### config.mk
export PLATFORM = sky130hd
export DESIGN_NAME = usr_shift_sequencer
export DESIGN_NICKNAME = d
export VERILOG_FILES = /design/src/rtl/usr_shift_sequencer.sv
export SDC_FILE = /design/constraint.sdc
export NUM_CORES = 1
export LEC_CHECK = 0
export CELL_PAD_IN_SITES_DETAIL_PLACEMENT = 1
export CELL_PAD_IN_SITES_GLOBAL_PLACEMENT = 2
export CORE_MARGIN = 1
export CORE_UTILIZATION = 31
export DETAILED_ROUTE_END_ITERATION = 12
export PLACE_DENSITY = 0.85
export SYNTH_ARGS = -nofsm -noshare
export SYNTH_HDL_FRONTEND = slang
export SYNTH_SLANG_ARGS = --single-unit
### constraint.sdc
create_clock -name clk -period 4.5 [get_ports clk]
set_clock_uncertainty 0.2 [all_clocks]
set_input_delay 0.675 -clock clk [delete_from_list [all_inputs] [get_ports clk]]
set_output_delay 0.675 -clock clk [all_outputs]
set_load 0.05 [all_outputs]
### src/rtl/usr_shift_sequencer.sv
// ----------------------------------------------------------------------------
// usr_shift_sequencer
//   Command-driven sequencer for a WIDTH-bit universal shift register (USR).
//   One command = optional parallel load followed by cmd_count shifts in one
//   direction with a chosen serial fill bit. The block drives the USR ctrl/d
//   inputs for exactly the cycles needed, then captures q as the result.
//   USR ctrl encoding: 00 hold, 01 shift left, 10 shift right, 11 load.
//
// Configuration macro:
//   USR_SEQ_CMD_QUEUE_EN - adds a 2-entry command FIFO in front of the FSM;
//                          cmd_ready then reflects FIFO space in any state and
//                          DONE chains straight into the next queued command.
//                          Undefined (default): single command register,
//                          cmd_ready only in IDLE.
//
// Ports:
//   clk, reset          rising-edge clock, async active-high reset
//   cmd_valid/cmd_ready command handshake
//   cmd_load            parallel-load cmd_data before shifting
//   cmd_dir             0 = shift left, 1 = shift right
//   cmd_fill            serial bit shifted in on every shift
//   cmd_count           number of shift cycles
//   cmd_data            load value
//   usr_ctrl, usr_d     to the USR
//   usr_q               from the USR
//   busy                command in progress
//   done                one-cycle pulse, result valid
//   result              usr_q captured at completion, held until next done
// ----------------------------------------------------------------------------
module usr_shift_sequencer #(
    parameter int WIDTH = 4,
    parameter int CNT_W = 3
) (
    input  logic             clk,
    input  logic             reset,
    input  logic             cmd_valid,
    output logic             cmd_ready,
    input  logic             cmd_load,
    input  logic             cmd_dir,
    input  logic             cmd_fill,
    input  logic [CNT_W-1:0] cmd_count,
    input  logic [WIDTH-1:0] cmd_data,
    output logic [1:0]       usr_ctrl,
    output logic [WIDTH-1:0] usr_d,
    input  logic [WIDTH-1:0] usr_q,
    output logic             busy,
    output logic             done,
    output logic [WIDTH-1:0] result
);

    typedef enum logic [1:0] {
        ST_IDLE  = 2'd0,
        ST_LOAD  = 2'd1,
        ST_SHIFT = 2'd2,
        ST_DONE  = 2'd3
    } state_t;

    typedef struct packed {
        logic             load;
        logic             dir;
        logic             fill;
        logic [CNT_W-1:0] count;
        logic [WIDTH-1:0] data;
    } cmd_t;

    state_t           state_r;
    state_t           state_nxt_s;
    cmd_t             cmd_r;
    cmd_t             in_cmd_s;
    cmd_t             src_cmd_s;
    logic             src_valid_s;
    logic             take_s;
    logic             ready_s;
    logic [CNT_W-1:0] cnt_r;
    logic             done_r;
    logic [WIDTH-1:0] result_r;

    // First state a freshly taken command enters.
    function automatic state_t first_state(input cmd_t c);
        if (c.load) begin
            return ST_LOAD;
        end else if (c.count != {CNT_W{1'b0}}) begin
            return ST_SHIFT;
        end else begin
            return ST_DONE;
        end
    endfunction

    assign in_cmd_s = {cmd_load, cmd_dir, cmd_fill, cmd_count, cmd_data};

`ifdef USR_SEQ_CMD_QUEUE_EN
    cmd_t       fifo_mem_r [2];
    logic       wr_ptr_r;
    logic       rd_ptr_r;
    logic [1:0] fifo_cnt_r;
    logic       push_s;

    assign push_s      = cmd_valid && ready_s;
    assign src_valid_s = (fifo_cnt_r != 2'd0);
    assign src_cmd_s   = fifo_mem_r[rd_ptr_r];

    // Two-entry command FIFO; the FSM pops through take_s.
    always_ff @(posedge clk or posedge reset) begin
        if (reset) begin
            fifo_mem_r[0] <= '0;
            fifo_mem_r[1] <= '0;
            wr_ptr_r      <= 1'b0;
            rd_ptr_r      <= 1'b0;
            fifo_cnt_r    <= 2'd0;
        end else begin
            if (push_s) begin
                fifo_mem_r[wr_ptr_r] <= in_cmd_s;
                wr_ptr_r             <= ~wr_ptr_r;
            end
            if (take_s) begin
                rd_ptr_r <= ~rd_ptr_r;
            end
            case ({push_s, take_s})
                2'b10:   fifo_cnt_r <= fifo_cnt_r + 2'd1;
                2'b01:   fifo_cnt_r <= fifo_cnt_r - 2'd1;
                default: fifo_cnt_r <= fifo_cnt_r;
            endcase
        end
    end
`else
    assign src_valid_s = cmd_valid;
    assign src_cmd_s   = in_cmd_s;
`endif

    // State, command, counter and result registers.
    always_ff @(posedge clk or posedge reset) begin
        if (reset) begin
            state_r  <= ST_IDLE;
            cmd_r    <= '0;
            cnt_r    <= {CNT_W{1'b0}};
            done_r   <= 1'b0;
            result_r <= {WIDTH{1'b0}};
        end else begin
            state_r <= state_nxt_s;
            if (take_s) begin
                cmd_r <= src_cmd_s;
            end
            // Counter loads on SHIFT entry; the count comes straight from the
            // source when entry coincides with taking the command.
            if ((state_nxt_s == ST_SHIFT) && (state_r != ST_SHIFT)) begin
                cnt_r <= take_s ? src_cmd_s.count : cmd_r.count;
            end else if ((state_r == ST_SHIFT) && (cnt_r != {CNT_W{1'b0}})) begin
                cnt_r <= cnt_r - {{(CNT_W-1){1'b0}}, 1'b1};
            end
            done_r <= (state_r == ST_DONE);
            if (state_r == ST_DONE) begin
                result_r <= usr_q;
            end
        end
    end

    // Next-state logic and command take strobe.
    always_comb begin
        state_nxt_s = state_r;
        take_s      = 1'b0;
        case (state_r)
            ST_IDLE: begin
                if (src_valid_s) begin
                    take_s      = 1'b1;
                    state_nxt_s = first_state(src_cmd_s);
                end else begin
                    state_nxt_s = ST_IDLE;
                end
            end
            ST_LOAD: begin
                if (cmd_r.count != {CNT_W{1'b0}}) begin
                    state_nxt_s = ST_SHIFT;
                end else begin
                    state_nxt_s = ST_DONE;
                end
            end
            ST_SHIFT: begin
                if (cnt_r == {{(CNT_W-1){1'b0}}, 1'b1}) begin
                    state_nxt_s = ST_DONE;
                end else begin
                    state_nxt_s = ST_SHIFT;
                end
            end
            ST_DONE: begin
`ifdef USR_SEQ_CMD_QUEUE_EN
                if (src_valid_s) begin
                    take_s      = 1'b1;
                    state_nxt_s = first_state(src_cmd_s);
                end else begin
                    state_nxt_s = ST_IDLE;
                end
`else
                state_nxt_s = ST_IDLE;
`endif
            end
            default: begin
                state_nxt_s = ST_IDLE;
            end
        endcase
    end

    // Moore output decode from state and the registered command.
    always_comb begin
        usr_ctrl = 2'b00;
        usr_d    = {WIDTH{1'b0}};
        case (state_r)
            ST_LOAD: begin
                usr_ctrl = 2'b11;
                usr_d    = cmd_r.data;
            end
            ST_SHIFT: begin
                if (cmd_r.dir) begin
                    usr_ctrl         = 2'b10;
                    usr_d[WIDTH-1]   = cmd_r.fill;
                end else begin
                    usr_ctrl         = 2'b01;
                    usr_d[0]         = cmd_r.fill;
                end
            end
            default: begin
                usr_ctrl = 2'b00;
                usr_d    = {WIDTH{1'b0}};
            end
        endcase
`ifdef USR_SEQ_CMD_QUEUE_EN
        ready_s = (fifo_cnt_r != 2'd2);
`else
        ready_s = (state_r == ST_IDLE);
`endif
    end

    assign cmd_ready = ready_s;
    assign busy      = (state_r != ST_IDLE);
    assign done      = done_r;
    assign result    = result_r;

endmodule

==> flow_summary_export.csv <==
group,metric,value,unit
timing,drv_slew,0,
setup_path,critPathKind,"reg2out",
power,power.density,704,mW/mm2
timing,whs,306,ps
yosys,async_flop_share,1.00,
timing,max_clock_freq,329,MHz
yosys,synthMuxAreaShare,0.198,
global_routing,grt.total_usage,0.136,
cts,htree_num_levels,1,
yosys,netlist.area_leader.share,0.495,
yosys,synth_edf_count,0,
flow_run,maxCapViolCount,0,
power,power.leakage,0.567,nW
hold_path,hold-path-cell-count,1,
global_routing,grt_max_degree,20,
route,wl_per_cell,14.4,um
setup_path,worstSetupStartpointType,"flip-flop",
cts,post_cts_resized,0,
yosys,synthTopCellsByArea,"dfrtp_1 (49%), mux2_2 (15%), ha_1 (9.1%)",
yosys,ys_warn_count,0,
setup_path,crit_slowest_cell,"clkdlybuf4s50_1",
yosys,ys_seq_elements,19,
timing,finalHoldViolCount,0,
cts,clk_latency,300,ps
cts,cts_hold_buffers,0,
yosys,synth_most_common_cell,"dfrtp_1",
setup_path,crit_cells,5,
placed_design,dp_hpwl,1630,um
setup_path,cp_top_family,"buffers and inverters",
power,ir_worst_vdd,0.000219,V
cts,post_cts_buffers,0,
timing,tns,0,ps
die,die_w,57.7,um
timing,period_minus_slack,3040,ps
die,core-area,0.00285,mm2
setup_path,end_kind,"primary output",
route,drt-vias-per-instance,4.88,
cts,cts_tree,"done",
placed_design,dp_cells,136,
yosys,ys_seq_area_frac,0.495,
placed_design,port_buffers,29,
timing,relSlewSlack,0.508,
setup_path,rr_worst_depth,6,
route,wirelength,2020,um
die,io_pins,30,
yosys,synth_largest_area_cell,"dfrtp_1",
route,first_iter_violations,5,
cells_and_area,fin_cells,140,
yosys,synth_compound_area_frac,0.0898,
power,power.total,0.000917,W
timing,rsz0062_at_grt,"false",
global_routing,grt_pass1_wl,3330,um
die,chipHeight,57.7,um
setup_path,max_stage_delay,800,ps
timing,worst_pin_slew,737,ps
cts,cts_buffer_depth,2,
cts,path_clk_slew,110,ps
yosys,yosys.area_share.simple,0.0495,
outcome,status,"completed",
timing,setup_viol,0,
yosys,syn_inst,78,
yosys,synth_top_family_by_area,"multiplexers",
route,vias,683,
setup_path,path_max_fanout,8,
cells_and_area,area.growth.synth_to_final,35.5,%
yosys,synth.avg_cell_area,12.3,um2
timing,min_period_over_period,0.676,
global_routing,grt_pass1_vias,724,
hold_path,min_path_type,"reg2reg",
yosys,synth-xor-area-share,0.0182,
yosys,syn_area,961,um2
yosys,synthAdderAreaFrac,0.0911,
global_routing,antenna_found_initial,0,
route,ant_nets,0,
setup_path,crit_chain,"inv_1 > ha_1 > a32oi_1 > nor2_1 > clkdlybuf4s50_1",
setup_path,path_buf_inv,2,
die,die_area,0.00333,mm2
setup_path,rrSetupSlack,2230,ps
setup_path,cp.required,3620,ps
global_routing,grt-ovfl-total,0,
cells_and_area,fin_nets,134,
yosys,ys_types,22,
cts,clockRootBuffer,"clkbuf_4",
placed_design,gp_congestion,0.783,
yosys,ys.flop_type,"dfrtp_1",
setup_path,worstPathArrival,2170,ps
route,first_pass_iters,3,
cells_and_area,antenna_cells,0,
cts,cts_buffers,3,
yosys,synthTopCellsByCount,"dfrtp_1 (19), mux2_2 (13), inv_1 (11), ha_1 (7), nor2_1 (4)",
die,start_util,0.337,
die,rows,19,
yosys,synth.net_count,102,
cells_and_area,drive_gt1_frac,0.183,
route,route.detailed.drc,0,
cts,cts.sinks,19,
==> stage by stage <==
step | util | instance area, um2 | setup WS, ps
detailed placement | 0.447 | 1270 | 1790
global route | 0.457 | 1300 | 1310
floorplan | - | 961 | 2050
CTS | 0.457 | 1300 | 1440
global placement | 0.447 | 1270 | 1830
finish | 0.457 | 1300 | 1460
==> layout make-up <==
class / instances / area (um2)
Clock buffer: 3 / 22.5
Tap cell: 31 / 38.8
Inverter: 11 / 41.3
Sequential cell: 19 / 475
Timing Repair Buffer: 29 / 290
Multi-Input combinational cell: 46 / 429
Fill cell: 321 / 1550
Clock inverter: 1 / 5.00
==> sequential cells by signal, summed over array words and instances (netlist names) <==
name,count
cmd_r,9
cnt_r,3
done,1
result,4
state_r,2
==> routing by layer <==
metal / part of all wire / global-route usage / up-vias / routed length (um)
li1: - / - / 327 / -
met2: 0.52 / 0.236 / 13 / 1050
met1: 0.43 / 0.160 / 341 / 859
met3: 0.044 / 0.0536 / 2 / 89
met4: 0.0089 / 0.0272 / 0 / 18
met5: 0 / 0 / - / 0
==> kinds of logic (layout without fill, tap and decap cells) <==
logic type,after synthesis,count (layout)
buffers and inverters,13,44
DFF,19,19
and+or+nand+nor,9,9
muxes,17,17
AOI/OAI and AO/OA,11,11
adders and majority gates,7,7
xor gates and xnor gates,2,2
==> placed cells by master (no fill, tap or decap), drive strengths merged, types with 2 or more instances in the layout <==
cell type      count
xnor2              2
o21ai              2
clkdlybuf4s50     29
ha                 7
nor2               4
a32oi              2
and2               2
clkbuf             3
dfrtp             19
mux2              16
a21oi              2
inv               11
==> worst register-to-register path, cell delays in order, from the launching register on <==
cell and delay [ps]:
dfrtp_1 420, inv_1 90, ha_1 290, nor4b_1 390
a31oi_1 130, o2111ai_2 270, mux2_1 360
==> report_power, final <==
part	leakage [nW]	switching, W	internal, W	total (W)
clock network	0.0177	0.0000533	0.0000331	0.0000864
logic	0.322	0.000312	0.000215	0.000527
registers	0.227	0.0000500	0.000253	0.000303
total	0.567	0.000415	0.000502	0.000917
==> worst paths after layout <==
path | from | end
setup reg to reg | state_r[1]$_DFF_PP0_ | cnt_r[1]$_DFFE_PP0P_
min in group asynchronous | reset | result[0]$_DFFE_PP0P_
hold reg to reg | cmd_r[2]$_DFFE_PP0N_ | cmd_r[2]$_DFFE_PP0N_
setup / recovery | state_r[0]$_DFF_PP0_ | usr_d[3]
hold / removal | cmd_r[2]$_DFFE_PP0N_ | cmd_r[2]$_DFFE_PP0N_
max in group asynchronous | reset | cmd_r[2]$_DFFE_PP0N_
(Power assumes the default switching activity.)
